**src/rtl/debug_trace_pkg.sv**
```systemverilog
// debug_trace_pkg: shared types and width helpers for the triggered trace buffer.
//   trace_state_e : capture FSM encoding (IDLE/ARMED/POST/DONE), also exported on the state port
//   DROP_W        : width of the saturating lost-sample counter
//   ch_w()        : channel-id width, never below 1 bit
//   entry_w()     : stored entry width, {[ts], ch_id, data}
// Optional feature macro: DEBUG_TRACE_TS_EN (adds a timestamp field to every entry).
package debug_trace_pkg;

  typedef enum logic [1:0] {
    IDLE  = 2'd0,
    ARMED = 2'd1,
    POST  = 2'd2,
    DONE  = 2'd3
  } trace_state_e;

  localparam int DROP_W = 16;

`ifdef DEBUG_TRACE_TS_EN
  localparam bit TS_EN = 1'b1;
`else
  localparam bit TS_EN = 1'b0;
`endif

  function automatic int ch_w(int nch);
    return (nch > 1) ? $clog2(nch) : 1;
  endfunction

  function automatic int entry_w(int w, int cw, int ts_w);
    return w + cw + (TS_EN ? ts_w : 0);
  endfunction

endpackage

```
**src/rtl/debug_trace_arb.sv**
```systemverilog
// debug_trace_arb: fixed-priority channel arbiter, purely combinational.
//   q         in  NCH   qualified requests (valid & mask)
//   grant_vld out 1     any request present
//   grant_idx out CW    lowest-index requester
//   extra_cnt out PC_W  requests that lose this cycle (popcount-1, 0 when idle)
module debug_trace_arb
  import debug_trace_pkg::*;
#(
  parameter  int NCH  = 2,
  localparam int CW   = debug_trace_pkg::ch_w(NCH),
  localparam int PC_W = $clog2(NCH + 1)
) (
  input  logic [NCH-1:0]  q,
  output logic            grant_vld,
  output logic [CW-1:0]   grant_idx,
  output logic [PC_W-1:0] extra_cnt
);

  logic [PC_W-1:0] pop;

  // Scan high to low so the last hit (lowest index) wins.
  always_comb begin
    pop       = '0;
    grant_idx = '0;
    for (int i = NCH - 1; i >= 0; i--) begin
      if (q[i]) begin
        pop       = pop + 1'b1;
        grant_idx = CW'(i);
      end
    end
    grant_vld = |q;
    extra_cnt = grant_vld ? pop - 1'b1 : '0;
  end

endmodule

```
**src/rtl/debug_trace_buf.sv**
```systemverilog
// debug_trace_buf: multi-channel triggered trace buffer (circular RAM, arm/trigger/post-count).
//   clk, rst          clock, synchronous active-high reset
//   arm, trig         start/restart capture pulse; level trigger honoured only in ARMED
//   post_cnt          entries kept after the trigger (latched on arm, clamped to DEPTH)
//   ch_valid/data/mask per-channel samples, channel i at ch_data[W*i +: W]
//   state, done       capture FSM state, done = (state == DONE)
//   wr_ptr, count     next physical slot, valid entries 0..DEPTH
//   drop_cnt          samples lost to arbitration, saturating
//   rd_idx, rd_data   oldest-first logical readback, one-cycle latency
//   mem_flat          raw RAM image, physical slot k at [ENTRY_W*k +: ENTRY_W]
// Optional feature macro: DEBUG_TRACE_TS_EN adds a TS_W-bit timestamp in the entry MSBs.
module debug_trace_buf
  import debug_trace_pkg::*;
#(
  parameter  int W       = 5,
  parameter  int DEPTH   = 32,
  parameter  int NCH     = 2,
  parameter  int TS_W    = 16,
  localparam int ADDR_W  = $clog2(DEPTH),
  localparam int CW      = debug_trace_pkg::ch_w(NCH),
  localparam int ENTRY_W = debug_trace_pkg::entry_w(W, CW, TS_W)
) (
  input  logic                       clk,
  input  logic                       rst,
  input  logic                       arm,
  input  logic                       trig,
  input  logic [ADDR_W:0]            post_cnt,
  input  logic [NCH-1:0]             ch_valid,
  input  logic [NCH*W-1:0]           ch_data,
  input  logic [NCH-1:0]             ch_mask,
  output logic [1:0]                 state,
  output logic                       done,
  output logic [ADDR_W-1:0]          wr_ptr,
  output logic [ADDR_W:0]            count,
  output logic [DROP_W-1:0]          drop_cnt,
  input  logic [ADDR_W-1:0]          rd_idx,
  output logic [ENTRY_W-1:0]         rd_data,
  output logic [ENTRY_W*DEPTH-1:0]   mem_flat
);

  localparam int            PC_W    = $clog2(NCH + 1);
  localparam logic [ADDR_W:0] DEPTH_C = (ADDR_W + 1)'(DEPTH);
  localparam logic [ADDR_W:0] ONE_C   = (ADDR_W + 1)'(1);

  trace_state_e          state_q, state_d;
  logic [ADDR_W-1:0]     wr_ptr_q, wr_ptr_d;
  logic [ADDR_W:0]       count_q, count_d;
  logic [ADDR_W:0]       post_q, post_d;
  logic [DROP_W-1:0]     drop_q, drop_d;
  logic [DROP_W:0]       drop_sum;
  logic [ENTRY_W-1:0]    rd_data_q, rd_data_d;
  logic [ENTRY_W-1:0]    mem_q [DEPTH];
  logic [ADDR_W-1:0]     phys;

  logic [NCH-1:0]        q;
  logic                  grant_vld;
  logic [CW-1:0]         grant_idx;
  logic [PC_W-1:0]       extra_cnt;
  logic [NCH-1:0][W-1:0] ch_data_a;
  logic [ENTRY_W-1:0]    entry;
  logic                  cap_act;
  logic                  wr_en;

  assign q         = ch_valid & ch_mask;
  assign ch_data_a = ch_data;

  debug_trace_arb #(.NCH(NCH)) u_arb (
    .q         (q),
    .grant_vld (grant_vld),
    .grant_idx (grant_idx),
    .extra_cnt (extra_cnt)
  );

`ifdef DEBUG_TRACE_TS_EN
  logic [TS_W-1:0] ts_q, ts_d;

  // Timestamp restarts with each capture so entries read as offsets from arm.
  always_comb ts_d = arm ? '0 : ts_q + 1'b1;

  always_ff @(posedge clk) begin
    if (rst) ts_q <= '0;
    else     ts_q <= ts_d;
  end

  assign entry = {ts_q, grant_idx, ch_data_a[grant_idx]};
`else
  assign entry = {grant_idx, ch_data_a[grant_idx]};
`endif

  // ---------------- FSM: state register ----------------
  always_ff @(posedge clk) begin
    if (rst) state_q <= IDLE;
    else     state_q <= state_d;
  end

  // ---------------- FSM: next state ----------------
  // arm wins over everything; POST ends on the write that consumes the last post credit.
  always_comb begin
    state_d = state_q;
    if (arm) begin
      state_d = ARMED;
    end else begin
      case (state_q)
        IDLE:    state_d = IDLE;
        ARMED:   if (trig) state_d = (post_q == '0) ? DONE : POST;
        POST:    if (wr_en && post_q == ONE_C) state_d = DONE;
        DONE:    state_d = DONE;
        default: state_d = IDLE;
      endcase
    end
  end

  // ---------------- FSM: outputs ----------------
  // The arm cycle itself never writes; it only resets the capture.
  always_comb begin
    cap_act = (state_q == ARMED) || (state_q == POST);
    wr_en   = cap_act && grant_vld && !arm;
    done    = (state_q == DONE);
  end

  // ---------------- pointers / counters ----------------
  always_comb begin
    wr_ptr_d = wr_ptr_q;
    count_d  = count_q;
    post_d   = post_q;
    drop_d   = drop_q;
    drop_sum = {1'b0, drop_q} + (DROP_W + 1)'(extra_cnt);
    if (arm) begin
      wr_ptr_d = '0;
      count_d  = '0;
      drop_d   = '0;
      post_d   = (post_cnt > DEPTH_C) ? DEPTH_C : post_cnt;
    end else if (wr_en) begin
      wr_ptr_d = wr_ptr_q + 1'b1;   // DEPTH is a power of two, wraps naturally
      if (count_q != DEPTH_C) count_d = count_q + 1'b1;
      drop_d   = drop_sum[DROP_W] ? '1 : drop_sum[DROP_W-1:0];
      if (state_q == POST) post_d = post_q - 1'b1;
    end
  end

  // ---------------- readback ----------------
  // Once full, the oldest entry sits at wr_ptr; before that it is slot 0.
  always_comb begin
    phys      = (count_q == DEPTH_C) ? wr_ptr_q + rd_idx : rd_idx;
    rd_data_d = ({1'b0, rd_idx} < count_q) ? mem_q[phys] : '0;
  end

  always_ff @(posedge clk) begin
    if (rst) begin
      wr_ptr_q  <= '0;
      count_q   <= '0;
      post_q    <= '0;
      drop_q    <= '0;
      rd_data_q <= '0;
    end else begin
      wr_ptr_q  <= wr_ptr_d;
      count_q   <= count_d;
      post_q    <= post_d;
      drop_q    <= drop_d;
      rd_data_q <= rd_data_d;
    end
  end

  // RAM is never cleared; count alone defines which slots are meaningful.
  always_ff @(posedge clk) begin
    if (wr_en && !rst) mem_q[wr_ptr_q] <= entry;
  end

  for (genvar k = 0; k < DEPTH; k++) begin : g_flat
    assign mem_flat[ENTRY_W*k +: ENTRY_W] = mem_q[k];
  end

  assign state    = state_q;
  assign wr_ptr   = wr_ptr_q;
  assign count    = count_q;
  assign drop_cnt = drop_q;
  assign rd_data  = rd_data_q;

endmodule
```
**config.mk**
```make
export PLATFORM = sky130hd
export DESIGN_NAME = debug_trace_buf
export DESIGN_NICKNAME = d
export VERILOG_FILES = /design/src/rtl/debug_trace_pkg.sv /design/src/rtl/debug_trace_arb.sv /design/src/rtl/debug_trace_buf.sv
export SDC_FILE = /design/constraint.sdc
export NUM_CORES = 1
export LEC_CHECK = 0
export CORE_ASPECT_RATIO = 1.4
export CORE_UTILIZATION = 40
export DETAILED_ROUTE_END_ITERATION = 8
export GPL_ROUTABILITY_DRIVEN = 0
export PLACE_DENSITY_LB_ADDON = 0.12
export SYNTH_ARGS = -nofsm -noshare
export SYNTH_HDL_FRONTEND = slang
export SYNTH_SLANG_ARGS = --single-unit
```
**constraint.sdc**
```tcl
create_clock -name clk -period 3.9 [get_ports clk]
set_input_delay 0.78 -clock clk [delete_from_list [all_inputs] [get_ports clk]]
set_output_delay 0.78 -clock clk [all_outputs]
set_load 0.02 [all_outputs]
```
==> flow_summary.yaml <==
power:
  p_sw_mw: 1.15
  ir_worst_vdd_uv: 313
  pwr-share-clk: 0.437
  power.internal_mw: 4.32
  switching_share: 0.210
  pwr-share-seq: 0.498
  p_leak_nw: 4.97
  p_comb_frac: 0.066
  powerDensity_mw_per_mm2: 383
cts:
  ctsHoldBuffers: 0
  path_clk_slew_ns: 0.07
  htree_num_levels: 1
  clockBufferDepth: 3
  cts_tree: "yes"
  insertion_delay_ns: 0.51
  postCtsSetupRepairBufs: 0
  clock_sinks: 233
  cts_resized: 0
  cts_buffers: 22
  root_buffer: "clkbuf_16"
finish:
  areaGrowthSynthToFinish_pct: 38.3
  num-fill-cells: 2206
  diodes: 0
  post-route-util: 0.562
  final_nets: 1149
  layout-drive-gt1-share: 0.0910
outcome:
  status: "finished clean"
global_routing:
  grt_usage: 0.263
  grt-ovfl-total: 0
  grt_pass1_wl_um: 49500
  grt_pass1_vias: 7842
  antenna_found_initial: 0
  grt_max_degree: 33
timing:
  fmax_ghz: 0.275
  min_period_ns: 3.64
  rsz0062_at_grt: "no"
  slew_headroom: 0.376
  worst_pin_slew_ns: 0.935
  final_max_slew_viol_count: 0
  setup_viol: 0
  finClkSkew_ns: 0.0109
  tns_ns: 0
  hold_viol_final: 0
  fin_crit_sh: 0.933
drt:
  dr_total_vias: 8048
  wl_um: 34600
  drc_errors: 0
  dr.pass1.iters: 5
  viasPerCell: 5.63
  ant_nets: 0
  drt_iter0_markers: 656
  post_drt_wl_per_cell_um: 24.2
floorplan:
  std_cell_rows: 69
  die_x_um: 138
  start_util: 0.406
  core_region_area_mm2: 0.0254
  ioPinCount: 257
  die_height_um: 192
  die_area_mm2: 0.0264
yosys:
  syn-num-nets: 866
  ys_async_sr_fraction: 0
  synth_area_leaders: "edfxtp_1, dfxtp_1, mux2i_1"
  yosysUniqueCellTypes: 59
  ys_ff_latch: 233
  ys_seq_area_frac: 0.639
  avgSynthCellArea_um2: 12.7
  yosys.area.top_type_share: 0.559
  syn_area_mm2: 0.0103
  syn_inst: 812
  ys.flop_type: "edfxtp_1"
  netlist.top_cell.by_area: "edfxtp_1"
  yosys_warnings: 0
  synth_edf_count: 192
hold_path:
  hold_path_class: "reg -> reg"
  min_from: "drop_cnt[0]"
worst_setup_path:
  critPathArrivalTime_ns: 4.04
  rr_startpoint: "count[0]"
  cp_max_fo: 14
  required_ns: 4.30
  critPathCaptureType: "register"
  startpoint: "count[0]"
  worstSetupPathType: "reg -> reg"
  worstSetupStartpointType: "register"
job:
  drv_cap: 0
placed_design:
  io_buffers: 256
  hpwl_um: 26200
## metrics by stage
step	setup WS (ns)	hold slack [ns]	std cells	power [mW]	instance area, um2
finish	0.261	0.519	1429	5.47	14300
global route	0.155	0.532	1429	5.62	14300
CTS	0.321	0.520	1429	5.50	14300
detailed placement	-0.173	0.510	1390	3.13	13500
global placement	-0.155	0.482	1390	3.13	13500
floorplan	0.615	0.512	812	2.97	10300
## area by class of cell
type,instances,area (um2),area share
sequential,233,6590,0.462
multi-input combinational,508,3430,0.241
timing repair buffer,299,2920,0.205
clock buffer,25,583,0.0409
tap,319,399,0.0280
clock inverter,14,223,0.0156
inverter,31,116,0.00816
## cells in the mapped netlist (6+ instances only)
master     count
nor2_1        76
a2111oi_0     10
o21ai_0       23
a21oi_1       38
nand2b_1       9
nor4_1         8
inv_1         31
o211ai_1      12
a31oi_1        8
edfxtp_1     192
clkbuf_1      20
a221oi_1      15
buf_2         11
mux2i_1       39
a211oi_1      16
a22o_1         6
a22oi_1        7
nand3_1       20
o22ai_1        6
and3_1        25
dfxtp_1       41
mux2_2        10
a311oi_1       7
ha_1          23
xnor2_1       18
xor2_1         7
or3_1          6
nand2_1       58
## cell usage in the layout (no fill, tap or decap), types with 15 or more instances in the layout
cell and count:
nand3_1 20, nand2_1 58, mux2i_1 39, a221oi_1 15
a211oi_1 16, o21ai_0 23, edfxtp_1 192, dfxtp_1 41
ha_1 23, clkbuf_16 23, a21oi_1 37, clkdlybuf4s50_1 256
inv_1 31, and3_1 25, xnor2_1 18, buf_4 40
nor2_1 76
## routing by layer
layer  vias to the layer above  global-route usage  wire length [um]
met2                       381               0.483             18500
met5                         -                   0                 0
li1                       3645                   -                 -
met1                      3933               0.295             12300
met4                         0               0.122              1660
met3                        89              0.0367              2200
## sequential cells by signal, summed over array words and instances, names as in the netlist
name,count
drop_cnt,16
wr_ptr,5
rd_data,6
post_q,6
count,6
state,2
mem_q,192
## cell families (layout without fill, tap and decap cells)
logic type / after synthesis / in the layout / synth area share
buffers and inverters: 71 / 369 / 0.0294
DFF: 233 / 233 / 0.639
AOI/OAI and AO/OA: 168 / 168 / 0.112
and+or+nand+nor: 238 / 238 / 0.115
muxes: 50 / 50 / 0.0510
xor gates and xnor gates: 25 / 25 / 0.0212
other: 2 / 2 / 0.000728
adders and majority gates: 25 / 25 / 0.0318
## critical path: stages, from the launching register on
cell	delay (ns)
dfxtp_1	0.42
inv_1	0.10
ha_1	0.38
a21oi_1	0.79
nor2_1	0.25
buf_4	0.25
a2111oi_0	0.71
or4_1	0.24
o22ai_1	0.09
a211o_1	0.29
## power groups by stage
stage	sequential, mW	clock (mW)	combinational (mW)
after floorplan	2.78	0	0.191
after global placement	2.78	0	0.352
after detailed placement	2.78	0	0.357
after CTS	2.72	2.42	0.358
after global routing	2.72	2.51	0.387
final	2.72	2.39	0.359
## final timing paths
path                                    end  slack, ns  depth (start not counted)
worst max-delay path             rd_data[1]       0.26                          9
worst min-delay path            drop_cnt[0]       0.52                          2
worst max register to register   rd_data[1]       0.26                          9
worst min register to register  drop_cnt[0]       0.52                          2
(Power assumes the default switching activity.)
